## config.mk

```make
export PLATFORM = sky130hd
export DESIGN_NAME = dgst_out_buf_flat
export DESIGN_NICKNAME = d
export VERILOG_FILES = /design/src/rtl/dgst_out_buf_if.sv /design/src/rtl/dgst_out_buf.sv /design/src/flat_wrapper.sv
export SDC_FILE = /design/constraint.sdc
export NUM_CORES = 1
export LEC_CHECK = 0
export CAP_MARGIN = 5
export CORE_AREA = 4 4 264 188
export CTS_CLUSTER_DIAMETER = 200
export DETAILED_ROUTE_END_ITERATION = 16
export DIE_AREA = 0 0 268 192
export PLACE_DENSITY = 0.86
export SYNTH_ARGS = -nofsm -noshare
export SYNTH_HDL_FRONTEND = slang
export SYNTH_SLANG_ARGS = --single-unit
```

## constraint.sdc

```tcl
create_clock -name clk -period 5.1 [get_ports clk]
set_clock_uncertainty 0.15 [all_clocks]
set_input_delay 0.51 -clock clk [delete_from_list [all_inputs] [get_ports clk]]
set_output_delay 0.51 -clock clk [all_outputs]
set_load 0.03 [all_outputs]
```

## src/rtl/dgst_out_buf_if.sv

```systemverilog
// Digest word stream: 32-bit MSB-aligned words with byte count, last marker and completion pulse.
// Master (digest buffer) drives data/valid/size/last/done; slave (SPI/host path) drives snd_rdy.
interface dgst_out_buf_if;
    logic [31:0] snd_d;
    logic        snd_vld;
    logic        snd_rdy;
    logic [1:0]  snd_size;
    logic        snd_last;
    logic        snd_done;

    modport master (
        output snd_d,
        output snd_vld,
        input  snd_rdy,
        output snd_size,
        output snd_last,
        output snd_done
    );

    modport slave (
        input  snd_d,
        input  snd_vld,
        output snd_rdy,
        input  snd_size,
        input  snd_last,
        input  snd_done
    );
endinterface

```

## src/rtl/dgst_out_buf.sv

```systemverilog
// Captures a SHA-256/384 digest in one cycle and streams it MSB-first as 32-bit words.
// Latency: first word valid the cycle after o_buf_en; one word per cycle while snd_rdy is high.
// Backpressure: outputs are registered and hold stable while snd_vld & !snd_rdy.
module dgst_out_buf #(
    parameter int DGST_W = 512,
    parameter int LEN_W  = 6
) (
    input  logic              clk,
    input  logic              rst_n,
    input  logic              s1_flg_384,
    input  logic              o_buf_en,
    input  logic              o_buf_clr,
    output logic              o_buf_rdy,
    input  logic [LEN_W-1:0]  out_len,
    input  logic [DGST_W-1:0] hash_f,
    dgst_out_buf_if.master    snd
);

    localparam logic [1:0] ST_IDLE = 2'b01;
    localparam logic [1:0] ST_SEND = 2'b10;

    logic [1:0]        state_q;
    logic [DGST_W-1:0] dgst_q;
    logic [3:0]        cnt_q;
    logic [3:0]        last_idx_q;
    logic [1:0]        ls_q;

    logic [31:0]       snd_d_q;
    logic              snd_vld_q;
    logic [1:0]        snd_size_q;
    logic              snd_last_q;
    logic              snd_done_q;

    // Load-time length decode: clamp to the digest size, 0 means the full digest.
    logic [6:0] max_len;
    logic [6:0] len_ext;
    logic [6:0] n_len;
    logic [3:0] load_last_idx;
    logic [1:0] load_ls;

    always_comb begin
        max_len       = s1_flg_384 ? 7'd48 : 7'd32;
        len_ext       = 7'(out_len);
        n_len         = ((len_ext == 7'd0) || (len_ext > max_len)) ? max_len : len_ext;
        load_last_idx = 4'((n_len - 7'd1) >> 2);
        load_ls       = n_len[1:0];
    end

    function automatic logic [31:0] word_at(input logic [DGST_W-1:0] d, input logic [3:0] k);
        return d[DGST_W - 1 - 32 * int'(k) -: 32];
    endfunction

    // Next word to present: word 0 of the incoming digest on load, else the following stored word.
    logic              is_idle;
    logic [DGST_W-1:0] sel_dgst;
    logic [3:0]        sel_idx;
    logic [3:0]        sel_last_idx;
    logic [1:0]        sel_ls;
    logic [31:0]       nxt_d;
    logic [1:0]        nxt_size;
    logic              nxt_last;

    always_comb begin
        is_idle      = state_q[0];
        sel_dgst     = is_idle ? hash_f        : dgst_q;
        sel_idx      = is_idle ? 4'd0          : 4'(cnt_q + 4'd1);
        sel_last_idx = is_idle ? load_last_idx : last_idx_q;
        sel_ls       = is_idle ? load_ls       : ls_q;
        nxt_last     = (sel_idx == sel_last_idx);
        nxt_size     = nxt_last ? sel_ls : 2'b00;
        nxt_d        = word_at(sel_dgst, sel_idx);
        if (nxt_last && (sel_ls != 2'b00)) begin
            nxt_d = nxt_d & ~(32'hFFFF_FFFF >> {sel_ls, 3'b000});
        end
    end

    always_ff @(posedge clk or negedge rst_n) begin
        if (!rst_n) begin
            state_q    <= ST_IDLE;
            dgst_q     <= '0;
            cnt_q      <= 4'd0;
            last_idx_q <= 4'd0;
            ls_q       <= 2'b00;
            snd_d_q    <= 32'd0;
            snd_vld_q  <= 1'b0;
            snd_size_q <= 2'b00;
            snd_last_q <= 1'b0;
            snd_done_q <= 1'b0;
        end else if (o_buf_clr) begin
            state_q    <= ST_IDLE;
            dgst_q     <= '0;
            cnt_q      <= 4'd0;
            last_idx_q <= 4'd0;
            ls_q       <= 2'b00;
            snd_d_q    <= 32'd0;
            snd_vld_q  <= 1'b0;
            snd_size_q <= 2'b00;
            snd_last_q <= 1'b0;
            snd_done_q <= 1'b0;
        end else begin
            snd_done_q <= 1'b0;
            case (state_q)
                ST_IDLE: begin
                    if (o_buf_en) begin
                        state_q    <= ST_SEND;
                        dgst_q     <= hash_f;
                        cnt_q      <= 4'd0;
                        last_idx_q <= load_last_idx;
                        ls_q       <= load_ls;
                        snd_vld_q  <= 1'b1;
                        snd_d_q    <= nxt_d;
                        snd_size_q <= nxt_size;
                        snd_last_q <= nxt_last;
                    end
                end
                ST_SEND: begin
                    if (snd_vld_q && snd.snd_rdy) begin
                        if (cnt_q == last_idx_q) begin
                            state_q    <= ST_IDLE;
                            snd_vld_q  <= 1'b0;
                            snd_d_q    <= 32'd0;
                            snd_size_q <= 2'b00;
                            snd_last_q <= 1'b0;
                            snd_done_q <= 1'b1;
                        end else begin
                            cnt_q      <= 4'(cnt_q + 4'd1);
                            snd_d_q    <= nxt_d;
                            snd_size_q <= nxt_size;
                            snd_last_q <= nxt_last;
                        end
                    end
                end
                default: begin
                    state_q   <= ST_IDLE;
                    snd_vld_q <= 1'b0;
                end
            endcase
        end
    end

    assign o_buf_rdy    = state_q[0];
    assign snd.snd_d    = snd_d_q;
    assign snd.snd_vld  = snd_vld_q;
    assign snd.snd_size = snd_size_q;
    assign snd.snd_last = snd_last_q;
    assign snd.snd_done = snd_done_q;

endmodule

```

## src/flat_wrapper.sv

```systemverilog
// flat-port wrapper written by rule: the top's interface ports become plain ports
module dgst_out_buf_flat 
#(
    parameter int DGST_W = 512,
    parameter int LEN_W  = 6
)
  (clk, rst_n, s1_flg_384, o_buf_en, o_buf_clr, o_buf_rdy, out_len, hash_f, snd_snd_d, snd_snd_vld, snd_snd_rdy, snd_snd_size, snd_snd_last, snd_snd_done);
  dgst_out_buf_if snd_i ();
  input  logic clk;
  input  logic rst_n;
  input  logic s1_flg_384;
  input  logic o_buf_en;
  input  logic o_buf_clr;
  output logic o_buf_rdy;
  input  logic [LEN_W-1:0] out_len;
  input  logic [DGST_W-1:0] hash_f;
  output wire logic [$bits(snd_i.snd_d)-1:0] snd_snd_d;
  output wire logic [$bits(snd_i.snd_vld)-1:0] snd_snd_vld;
  input wire logic [$bits(snd_i.snd_rdy)-1:0] snd_snd_rdy;
  output wire logic [$bits(snd_i.snd_size)-1:0] snd_snd_size;
  output wire logic [$bits(snd_i.snd_last)-1:0] snd_snd_last;
  output wire logic [$bits(snd_i.snd_done)-1:0] snd_snd_done;
  assign snd_snd_d = snd_i.snd_d;
  assign snd_snd_vld = snd_i.snd_vld;
  assign snd_i.snd_rdy = snd_snd_rdy;
  assign snd_snd_size = snd_i.snd_size;
  assign snd_snd_last = snd_i.snd_last;
  assign snd_snd_done = snd_i.snd_done;
  dgst_out_buf #(.DGST_W(DGST_W), .LEN_W(LEN_W)) u_core (.clk(clk), .rst_n(rst_n), .s1_flg_384(s1_flg_384), .o_buf_en(o_buf_en), .o_buf_clr(o_buf_clr), .o_buf_rdy(o_buf_rdy), .out_len(out_len), .hash_f(hash_f), .snd(snd_i));
endmodule
```

==> impl_metrics.ini <==
[synthesis]
syn_inst = 1740
synth_area_leader_cell = dfrtp_1
yosys.cell_types.count = 60
synth_top_area_share = 0.575
ys.warnings.count = 0
avgSynthCellArea_um2 = 14.0
netlist_top_cells_count = dfrtp_1, a22o_1, clkbuf_1
syn_area_mm2 = 0.0243
synth_edf_count = 0
seq_area_frac_synth = 0.576
yosysMostFrequentCell = dfrtp_1
synth_area_leaders = dfrtp_1, a22o_1, mux4_2
async_flop_share = 1.00
synth_flop_cell = dfrtp_1
synth_seq_cells = 560
syn-num-nets = 2266

[clock_network]
numCtsBuffers = 52
insertion_delay_ns = 0.57
htreeDepth = 2
cts.sinks = 560
root_buffer = clkbuf_16
cts_tree = built
clk_pin_slew_ns = 0.07
cts_setup_buffers = 0
clockBufferDepth = 3

[setup_path]
critPathBufInv = 1
critPathLaunchType = flip-flop
cpMaxStageDelayCell = buf_4
timing.reg2reg.setup_slack_ns = 1.31
cp.required_ns = 5.42
critPathTopFamily = compound AO/OA/AOI/OAI gates
r2r_cells = 7
startpoint = u_core.cnt_q[0]$_DFFE_PN0P_
cpPeakStageDelay_ns = 0.80
path_max_fanout = 64
cp.arrival_ns = 4.12
crit_type = reg2reg
worstPathCellList = buf_4, xnor2_1, and4_4, a211oi_2, o21ai_2, or2_0, o31ai_1
r2r_end = u_core.snd.snd_d[5]$_DFFE_PN0P_
end_kind = flip-flop
reg2reg_from = u_core.cnt_q[0]$_DFFE_PN0P_
path_depth = 7

[floorplanning]
die_width_um = 268
rows = 67
core_area_mm2 = 0.0473
initial_core_util = 0.514
ios = 562
die_h_um = 192
die_area_mm2 = 0.0515

[placement]
placedInstanceArea_mm2 = 0.0305
pre_cts_ws_ns = 1.33
dp_hpwl_um = 55800
port_buffers = 561
place_congestion = 0.897

[hold_path]
hold_depth = 2
hold_end = u_core.snd.snd_d[4]$_DFFE_PN0P_
min_from = u_core.snd.snd_d[4]$_DFFE_PN0P_
hold_class = reg2reg

[drt]
vias_per_cell = 6.42
first_pass_iters = 5
wl_per_cell_um = 27.3
vias = 18600
drt_iter0_drc = 1885
detail-route-antenna-nets = 0
drt_wl_total_um = 79100
drc = 0

[global_routing]
gr-total-overflow = 0
grt_usage = 0.300
antenna_found_initial = 20
grt_pass1_vias = 19100
grt_max_degree = 253
grt_pass1_wl_um = 117000

[cells_and_area]
syn_to_final_growth_pct = 32.4
final_nets = 2750
nFillCells = 3232
final_layout_size_suffix_gt1_frac = 0.122
fin_area_mm2 = 0.0322

[power]
max-vdd-ir-drop_mv = 0.228
p_per_area_mw_per_mm2 = 334
leakage_nw = 14.1

[timing]
setup_tns_ns = 0
rsz0062_at_grt = false
relSlewSlack = 0.190
worst_slack_ns = 1.31
worst_pin_slew_ns = 1.21
fmax_mhz = 264
finalCriticalPeriod_ns = 3.79
finalHoldViolCount = 0
finalSetupViolCount = 0
min_period_over_period = 0.743
drv_slew = 0

[run_status]
run_status = completed

[flow_run]
drv_cap = 0
worst max-delay path by stage:
stage	end	slack (ns)
final	u_core.snd.snd_d[5]$_DFFE_PN0P_	1.31
after global routing	u_core.snd.snd_d[3]$_DFFE_PN0P_	1.10
after CTS	u_core.snd.snd_d[3]$_DFFE_PN0P_	1.34
after detailed placement	u_core.snd.snd_d[2]$_DFFE_PN0P_	1.33
after global placement	u_core.snd.snd_d[0]$_DFFE_PN0P_	1.46
after floorplan	u_core.snd.snd_d[20]$_DFFE_PN0P_	2.59
state kept, by name, summed over array words and instances, names as in the netlist:
name                 cells
u_core.dgst_q          512
u_core.snd.snd_d        32
u_core.cnt_q             4
u_core.last_idx_q        4
u_core.ls_q              2
u_core.snd.snd_size      2
u_core.state_q           2
u_core.snd.snd_done      1
u_core.snd.snd_last      1
what timing repair did:
action / CTS / global route
endpoints found under the hold margin: 118 / 0
hold buffers: 1 / 0
gates resized for setup: 0 / 0
stage by stage:
step | util | total power [mW] | cells | hold slack [ns]
final | 0.681 | 10.7 | 2896 | 0.338
after global routing | 0.681 | 11.1 | 2892 | 0.360
after CTS | 0.681 | 10.8 | 2884 | 0.345
after detailed placement | 0.645 | 6.88 | 2790 | 0.327
after global placement | 0.645 | 6.83 | 2790 | 0.314
after floorplan | - | 5.95 | 1740 | 0.0644
report_power, final:
group / internal [mW] / switching (mW) / total [mW]
combinational: 0.926 / 0.797 / 1.72
sequential: 4.85 / 0.260 / 5.11
clock: 2.21 / 1.70 / 3.91
total: 7.98 / 2.76 / 10.7
cells by family (layout without fill, tap and decap cells):
logic type | Yosys count | after routing | synth area share
buf+inv | 178 | 701 | 0.0316
mux | 156 | 156 | 0.127
fa+ha+maj | 2 | 2 | 0.00103
xor+xnor | 11 | 11 | 0.00427
compound gates | 662 | 662 | 0.229
simple gates | 171 | 171 | 0.0309
other cells | 0 | 12 | 0
flops | 560 | 560 | 0.576
worst min-delay path, delay by kind of cell (launching register included):
kind | cells | cell delay, ns
simple gates | 1 | 0.05
flops | 1 | 0.35
compound gates | 1 | 0.06
area by class of cell:
| class | instances | area, µm² | share of cell area |
|---|---|---|---|
| Clock inverter | 18 | 175 | 0.00544 |
| Antenna cell | 12 | 30.0 | 0.000932 |
| Multi-Input combinational cell | 1002 | 9600 | 0.298 |
| Sequential cell | 560 | 14000 | 0.435 |
| Tap cell | 621 | 777 | 0.0241 |
| Clock buffer | 75 | 1510 | 0.0468 |
| Timing Repair Buffer | 600 | 6070 | 0.188 |
| Inverter | 8 | 30.0 | 0.000932 |
layer usage:
layer,up-vias,global-route usage,part of all wire
li1,7857,-,-
met1,9481,0.388,0.37
met2,1007,0.470,0.47
met3,226,0.0904,0.10
met4,18,0.139,0.051
met5,-,0,0.0011
layout by cell type, fill, tap and decap left out, types with 4 or more instances in the layout:
| cell type | instances |
|---|---|
| mux4_1 | 8 |
| mux4_2 | 110 |
| o221ai_1 | 7 |
| nand2_1 | 79 |
| clkbuf_8 | 10 |
| buf_12 | 12 |
| a211oi_1 | 8 |
| diode_2 | 12 |
| buf_4 | 26 |
| o22ai_1 | 7 |
| clkbuf_16 | 53 |
| a22oi_1 | 22 |
| inv_1 | 7 |
| xnor2_1 | 7 |
| clkinv_2 | 13 |
| clkdlybuf4s50_1 | 560 |
| mux2_2 | 20 |
| nor3_1 | 5 |
| o21ai_0 | 29 |
| mux2i_1 | 18 |
| dfrtp_1 | 558 |
| clkbuf_1 | 12 |
| a32o_1 | 4 |
| nand3_1 | 16 |
| nor2_1 | 47 |
| a22o_1 | 525 |
| o31ai_1 | 8 |
| a21oi_1 | 21 |
| a221oi_1 | 12 |
(Power assumes the default switching activity.)
